==> config.mk <==
export PLATFORM = sky130hd
export DESIGN_NAME = interrupt_dispatcher
export DESIGN_NICKNAME = d
export VERILOG_FILES = /design/src/rtl/interrupt_dispatcher_pkg.sv /design/src/rtl/intd_priority_enc.sv /design/src/rtl/interrupt_dispatcher.sv
export SDC_FILE = /design/constraint.sdc
export NUM_CORES = 1
export LEC_CHECK = 0
export CORE_AREA = 4 4 80 67
export DETAILED_ROUTE_END_ITERATION = 16
export DIE_AREA = 0 0 84 71
export GPL_TIMING_DRIVEN = 0
export PLACE_DENSITY = 0.89
export SLEW_MARGIN = 10
export SYNTH_ARGS = -nofsm -noshare
export SYNTH_HDL_FRONTEND = slang
export SYNTH_HIERARCHICAL = 1
export SYNTH_SLANG_ARGS = --single-unit
export TNS_END_PERCENT = 10
==> constraint.sdc <==
create_clock -name iClock -period 2.4 [get_ports iClock]
set_input_delay 0.48 -clock iClock [delete_from_list [all_inputs] [get_ports iClock]]
set_output_delay 0.48 -clock iClock [all_outputs]
set_load 0.02 [all_outputs]
==> src/rtl/interrupt_dispatcher_pkg.sv <==
// rtl/interrupt_dispatcher_pkg.sv - shared types and constants for the interrupt dispatcher
package interrupt_dispatcher_pkg;

    // Five interrupt sources; bit position is also the priority (0 = highest)
    localparam int INT_WIDTH = 5;
    localparam int IDX_WIDTH = 3;

    localparam int INT_VBLANK  = 0;
    localparam int INT_LCDSTAT = 1;
    localparam int INT_TIMER   = 2;
    localparam int INT_SERIAL  = 3;
    localparam int INT_JOYPAD  = 4;

    typedef enum logic [2:0] {
        ST_IDLE    = 3'd0,
        ST_WAIT    = 3'd1,
        ST_PUSH_HI = 3'd2,
        ST_PUSH_LO = 3'd3,
        ST_JUMP    = 3'd4
    } intd_state_t;

    // One-hot IF clear mask for a serviced source index
    function automatic logic [7:0] idx_to_mask(input logic [IDX_WIDTH-1:0] idx);
        logic [7:0] one;
        one = 8'h01;
        return one << idx;
    endfunction

endpackage

==> src/rtl/intd_priority_enc.sv <==
// rtl/intd_priority_enc.sv - lowest-set-bit priority encoder for the five interrupt sources
import interrupt_dispatcher_pkg::*;

module intd_priority_enc (
    input  logic [INT_WIDTH-1:0] req,
    output logic [IDX_WIDTH-1:0] idx,
    output logic                 valid
);

    // Scan from the top down so the lowest set bit is the last one written
    always_comb begin
        idx   = '0;
        valid = |req;
        for (int i = INT_WIDTH - 1; i >= 0; i--) begin
            if (req[i]) begin
                idx = IDX_WIDTH'(i);
            end
        end
    end

endmodule

==> src/rtl/interrupt_dispatcher.sv <==
// rtl/interrupt_dispatcher.sv - interrupt dispatch sequencer (optional INTD_HALT_WAKE_EN)
import interrupt_dispatcher_pkg::*;

module interrupt_dispatcher #(
    parameter logic [15:0] VECTOR_BASE   = 16'h0040,
    parameter int          VECTOR_STRIDE = 8
) (
    input  logic        iClock,
    input  logic        iReset,
    input  logic [7:0]  iPending,
    input  logic        iBoundary,
    input  logic        iEi,
    input  logic        iDi,
    input  logic        iReti,
    input  logic [15:0] iPc,
    input  logic        iStackAck,
    output logic        oIme,
    output logic        oBusy,
    output logic        oPushReq,
    output logic [7:0]  oPushData,
    output logic        oLoadPc,
    output logic [15:0] oVector,
    output logic        oIfClearWe,
    output logic [7:0]  oIfClearMask,
    output logic        oHaltWake
);

    intd_state_t          state;
    logic                 ei_pend;
    logic [1:0]           wait_cnt;
    logic [IDX_WIDTH-1:0] idx_q;
    logic [15:0]          pc_q;

    logic [IDX_WIDTH-1:0] enc_idx;
    logic                 enc_valid;
    logic                 dispatch_go;
    logic [15:0]          vec_calc;

    // Bits 7:5 of the pending word carry no interrupt sources
    logic unused_pending_hi;
    assign unused_pending_hi = ^iPending[7:5];

    intd_priority_enc u_enc (
        .req   (iPending[INT_WIDTH-1:0]),
        .idx   (enc_idx),
        .valid (enc_valid)
    );

    assign dispatch_go = iBoundary && oIme && enc_valid;
    assign vec_calc    = VECTOR_BASE + ({13'd0, idx_q} * 16'(VECTOR_STRIDE));
    assign oBusy       = (state != ST_IDLE);

`ifdef INTD_HALT_WAKE_EN
    assign oHaltWake = |iPending[INT_WIDTH-1:0];
`else
    assign oHaltWake = 1'b0;
`endif

    // Dispatch sequencer, IME/EI bookkeeping and registered strobe outputs
    always_ff @(posedge iClock) begin
        if (iReset) begin
            state        <= ST_IDLE;
            oIme         <= 1'b0;
            ei_pend      <= 1'b0;
            wait_cnt     <= 2'd0;
            idx_q        <= '0;
            pc_q         <= 16'h0000;
            oPushReq     <= 1'b0;
            oPushData    <= 8'h00;
            oLoadPc      <= 1'b0;
            oVector      <= 16'h0000;
            oIfClearWe   <= 1'b0;
            oIfClearMask <= 8'h00;
        end else begin
            case (state)
                ST_IDLE: begin
                    if (dispatch_go) begin
                        // Priority is frozen here; later arrivals cannot redirect the vector
                        state    <= ST_WAIT;
                        idx_q    <= enc_idx;
                        pc_q     <= iPc;
                        wait_cnt <= 2'd0;
                    end
                    if (iDi) begin
                        oIme    <= 1'b0;
                        ei_pend <= 1'b0;
                    end else if (dispatch_go) begin
                        oIme <= 1'b0;
                    end else if (iBoundary && ei_pend) begin
                        // EI takes effect one instruction late, so this boundary never dispatches
                        oIme    <= 1'b1;
                        ei_pend <= 1'b0;
                    end else begin
                        if (iReti) begin
                            oIme <= 1'b1;
                        end
                        if (iEi) begin
                            ei_pend <= 1'b1;
                        end
                    end
                end
                ST_WAIT: begin
                    if (wait_cnt == 2'd1) begin
                        state     <= ST_PUSH_HI;
                        wait_cnt  <= 2'd0;
                        oPushReq  <= 1'b1;
                        oPushData <= pc_q[15:8];
                    end else begin
                        wait_cnt <= wait_cnt + 2'd1;
                    end
                end
                ST_PUSH_HI: begin
                    if (iStackAck) begin
                        state     <= ST_PUSH_LO;
                        oPushData <= pc_q[7:0];
                    end
                end
                ST_PUSH_LO: begin
                    if (iStackAck) begin
                        state        <= ST_JUMP;
                        oPushReq     <= 1'b0;
                        oPushData    <= 8'h00;
                        oLoadPc      <= 1'b1;
                        oVector      <= vec_calc;
                        oIfClearWe   <= 1'b1;
                        oIfClearMask <= idx_to_mask(idx_q);
                    end
                end
                ST_JUMP: begin
                    state        <= ST_IDLE;
                    oLoadPc      <= 1'b0;
                    oVector      <= 16'h0000;
                    oIfClearWe   <= 1'b0;
                    oIfClearMask <= 8'h00;
                end
                default: begin
                    state <= ST_IDLE;
                end
            endcase
        end
    end

endmodule

==> Word level (Yosys, flattened, before mapping) <==
Index checks and enable logic that the tools add are counted.
{ "totals": {"register_bits": 60, "in_bits": 31, "output_inout_bits": 38, "wordCells": 78} }
{ "op_classes": {"addsub": 2, "eq_ne": 10, "shifts": 1, "muxes": 34, "reduce_logical": 20} }
{ "ops": {"columns": ["op", "n"], "rows": [
  ["8-bit two-way mux", 4],
  ["16-bit one-hot mux with 2 select lines", 1],
  ["3-bit two-way mux", 9],
  ["8-bit one-hot mux with 3 select lines", 1],
  ["16-bit two-way mux", 1],
  ["8-bit one-hot mux with 2 select lines", 1],
  ["3-bit one-hot mux with 4 select lines", 1],
  ["1-bit two-way mux", 11],
  ["2-bit inequality test, second input constant", 5],
  ["3-bit nonzero test", 3],
  ["7-bit by 6-bit adder with 8-bit output, first input constant", 1],
  ["2-bit AND reduction", 4],
  ["4-bit AND reduction", 2],
  ["1-bit by 3-bit << shifter with 8-bit output, first input constant", 1],
  ["3-bit by 2-bit == test with 1-bit output, second input constant", 2],
  ["3-bit AND reduction", 2],
  ["2-bit nonzero test", 3],
  ["5-bit OR reduction", 1],
  ["2-bit two-way mux", 2],
  ["1-bit one-hot mux with 2 select lines", 2],
  ["2-bit one-hot mux with 2 select lines", 1],
  ["4-bit nonzero test", 1],
  ["3-bit by 1-bit == test with 1-bit output, second input constant", 1],
  ["3-bit == test, second input constant", 1],
  ["other kinds (4)", 6]
]} }

==> Logic depth before layout (Yosys ltp) <==
Gate-level depths: netlist of run 1.
{ "depth": {"ltp_word": 5, "depth_mapped": 7} }

==> Modules after synthesis <==
Netlist of run 1, hierarchy kept.
{ "by_module_without_submodules": {"columns": ["mod", "instances", "cells_each", "area_per_inst_um2", "seq_area_each_um2"], "rows": [
  ["interrupt_dispatcher", 1, 244, 2102.0, 940.9],
  ["intd_priority_enc", 1, 8, 48.8, 0.0]
]} }

==> Worst setup path before layout of run 1 <==
OpenSTA, ideal clock, no wires.
{ "synth_path": {"path_kind": "input to register", "start": "input port iPending[0]", "end": "register wait_cnt[1]", "setup_ns": 0.115, "arrival_ns": 1.418, "required_ns": 2.285, "slack_ns": 0.867, "cell_stages": 6, "n_path_buf": 1, "cell_sequence": "nor4_2 > nand2b_1 > nand3_1 > nor2_1 > buf_4 > a2111oi_0"} }
{ "synth_via": {"elab_chain_len": 4} }
{ "synth_lines": {"columns": ["item", "line_no", "text"], "rows": [
  ["start, declared", "interrupt_dispatcher.sv:10", "input logic [7:0] iPending,"],
  ["5-bit OR reduction", "intd_priority_enc.sv:13", "valid = |req;"],
  ["via enc_valid", "interrupt_dispatcher.sv:35", "logic enc_valid;"],
  ["1-bit logical AND", "interrupt_dispatcher.sv:49", "assign dispatch_go = iBoundary && oIme && enc_valid;"],
  ["2-bit inequality test (no line)", null, null],
  ["2-bit AND reduction (no line)", null, null],
  ["end signal, assigned", "interrupt_dispatcher.sv:109", "wait_cnt <= wait_cnt + 2'd1;"],
  ["end, declared", "interrupt_dispatcher.sv:30", "logic [1:0] wait_cnt;"]
]} }
The timed path passes the listed nets, and every way through them passes these cells.
A chain may end at the register's enable or synchronous reset.

==> Final worst setup path of run 1 <==
{ "layout_path": {"start": "register state[0]", "end": "output port oBusy"} }
{ "layout_via": {"elab_chain_len": 1} }
{ "layout_lines": {"columns": ["item", "line_no", "text"], "rows": [
  ["start, declared", "interrupt_dispatcher.sv:28", "intd_state_t state;"],
  ["start signal, assigned", "interrupt_dispatcher.sv:62", "state <= ST_IDLE;"],
  ["start signal, assigned", "interrupt_dispatcher.sv:79", "state <= ST_WAIT;"],
  ["start signal, assigned", "interrupt_dispatcher.sv:104", "state <= ST_PUSH_HI;"],
  ["3-bit nonzero test", "interrupt_dispatcher.sv:51", "assign oBusy = (state != ST_IDLE);"],
  ["end, declared", "interrupt_dispatcher.sv:18", "output logic oBusy,"]
]} }
No other way between the ends.

==> results of run 1 <==
==> how the worst min path moves through the flow <==
stage / start / endpoint / slack [ps] / depth (start not counted)
detailed placement: pc_q[2] / pc_q[2] / 440 / 2
finish: pc_q[6] / pc_q[6] / 460 / 2
floorplan: pc_q[0] / pc_q[0] / 430 / 2
CTS: pc_q[6] / pc_q[6] / 460 / 2
global route: pc_q[15] / pc_q[15] / 490 / 2
global placement: pc_q[1] / pc_q[1] / 440 / 2
==> power groups by stage <==
stage / Clock, uW / Combinational, uW / Sequential [uW]
floorplan: 0 / 135 / 835
global placement: 0 / 222 / 832
detailed placement: 0 / 227 / 833
CTS: 628 / 228 / 815
global route: 663 / 249 / 819
finish: 623 / 228 / 816
==> metrics by stage <==
step | cell area, um2 | setup WS [ps] | utilization [%] | std cells | total power [uW]
finish | 2913 | 148.5 | 64.52 | 384 | 1668
detailed placement | 2791 | 219.6 | 61.83 | 376 | 1060
global placement | 2791 | 265.0 | 61.83 | 376 | 1054
CTS | 2913 | 140.2 | 64.52 | 384 | 1672
floorplan | 2196 | 867.2 | - | 264 | 970.4
global route | 2913 | 85.42 | 64.52 | 384 | 1731
==> cell families after synthesis <==
logic type / Yosys count / synth area share (%)
XOR/XNOR: 1 / 0.4073
AO/OA/AOI/OAI: 62 / 18.91
buffers and inverters: 35 / 11.29
other: 1 / 0.1744
AND/OR/NAND/NOR: 105 / 24.96
flip-flops: 47 / 43.75
multiplexers: 1 / 0.5235
==> worst register-to-register path, cell delays in order, from the launching register on <==
cell,delay (ps)
dfxtp_1,450
buf_4,210
nand2_2,80
nor3b_2,180
a211oi_2,250
mux2_1,340
==> registers in the layout (all words and copies together), names as in the netlist <==
register,flops
pc_q,16
oVector,4
oPushData,8
wait_cnt,2
oIme,1
oIfClearMask,8
state,3
ei_pend,1
oPushReq,1
idx_q,3
==> cell usage after synthesis, types with 3 or more instances <==
library cell / n
a32oi_1: 3
nor2_1: 30
nand2_1: 40
a22oi_1: 8
a211oi_2: 3
clkbuf_1: 5
buf_4: 19
buf_6: 5
nor2b_1: 3
nand2b_1: 5
nor3b_1: 9
a21oi_1: 33
dfxtp_1: 47
a211oi_1: 7
==> area by class of cell <==
class / count / area [um2] / area share, %
multi-input cells: 182 / 1012 / 34.75
flip-flops and latches: 47 / 940.9 / 32.30
repair buffers: 52 / 520.5 / 17.87
plain buffers: 32 / 231.5 / 7.947
clock buffers: 6 / 82.58 / 2.835
well taps: 60 / 75.07 / 2.577
clock inverters: 2 / 38.79 / 1.332
inverters: 3 / 11.26 / 0.3866
==> routing by layer <==
metal / up-vias / wire (um) / global-route usage [%] / share of wire [%]
li1: 980 / - / - / -
met1: 869 / 2327 / 22.93 / 46
met3: 8 / 370 / 3.376 / 7.3
met5: - / 0 / 0 / 0
met2: 67 / 2263 / 26.21 / 45
met4: 0 / 92 / 7.500 / 1.8
==> layout by cell type (no fill, tap or decap), types with 2 or more instances in the layout <==
master / n
dfxtp_1: 47
nor3_1: 2
inv_1: 2
nand2b_1: 5
buf_2: 2
a32oi_1: 3
buf_4: 19
o21ai_0: 2
nor2b_1: 3
clkdlybuf4s50_1: 52
nand2_1: 40
a211oi_1: 7
nor2_1: 30
a211oi_2: 3
buf_6: 5
conb_1: 13
and2_1: 2
a21oi_1: 33
clkbuf_8: 6
clkbuf_1: 5
a22oi_1: 8
nand3_1: 2
nor3b_1: 9
==> metrics, run 1 <==
share of post-route cells with drive strength above 1 13.89%; Core Area 4514 um2; RSZ-0062 raised after global routing false; router iterations before antenna repair 4; fill count 388; slowest cell on the critical path clkdlybuf4s50_1; buffer depth of the longest clock path 2; clock share of power 37.4%; crit path time final 2251 ps; number of cells on the critical path 4; CP Max Fanout 9; first-pass GRT wire length 8.162 mm; family with the most delay on the worst path buffers and inverters; Avg Cell Area, Syn 8.535 um2; Power Density 572.6 nW/um2; Reg2Reg Depth 5; FF+latch count, synth 47; CTS hold repair buffers 0; Syn Inst Count 252; synth top area cells dfxtp_1, a21oi_1, nand2_1; I/O pins 69; WL/cell 13.16 um; RD Place Congestion 0.8340; fmax 444.2 MHz; Crit. End Element primary output; aggregate routed wire length 5.054 mm; Post-CTS Resized 0; post-synth top area share 43.75%; initial drt markers 137; drt via density 5.010; cell taking the most area after synthesis dfxtp_1; die span in y 71 um; Final HPWL DP 3.814 mm; Required @ worst endpoint 1920 ps; Arrival @ worst endpoint 1770 ps; fin crit share 93.81%; Cell Int Power 1254 uW; max cap viols 0; Max IR drop VDD 0.3379 mV; Setup crit start kind flip-flop; clk_skew 3.724 ps; clock-pin slew on the worst setup and hold paths 90 ps; cell area after synthesis 2151 um2; num rows 22; post-synth cell types 43; CTS H-tree depth 2; Detail Route Antenna Nets 0; status completed; total CTS buffers 5; Layout area overhead 35.43%; Net Sw Frac 24.79%; vias in the first global route 1784; final hold slack 455.0 ps; crit path capture oBusy; Reg-to-Reg End state[1]; Worst Path Buf+Inv 3; postcts setup bufs 0; DRC viols 0; crit-path max cell delay 560 ps; die width 84 um; RR Startpoint state[1]; net load switching power 413.4 uW; most used flip-flop cell after synthesis dfxtp_1; Final Slew Violations 0; crit-path cells buf_4, nor3_4, inv_2, clkdlybuf4s50_1; worst setup path category reg -> out; largest net degree at the start of global routing 16; GRT Resource Usage Total 16.92%; Worst-Skew Late Latency 310 ps; routed via count 1924; Clock Sink Count 47; CTS root buffer clkbuf_8; Register-to-Register Setup Slack 780 ps; Antenna Diode Count 0; fraction of registers with async set/reset 0%; Leak 0.001055 uW; die area 5964 um2; initial antenna violation count 0; Yosys warning count 6; EDFF count, synth 0; sequential share of the synthesized area 43.75%; Nets 354; HP Class reg -> reg; CTS tree done; gr ovfl total 0; Gate power share 13.7%; Hold Vio Cnt, Final 0; setup TNS 0 ps; port bufs 52; initial core utilization 47.64%; final setup vio count 0; Critical Path Start state[0]; sequential share of power 48.9%
Note: power is estimated with default switching activity, not from simulation.
==> inputs of run 2 (changes only) <==
- SLEW_MARGIN: 10 -> 30
==> results of run 2 <==
Same layout as run 1: the final DEF is identical, and so are final timing and power.
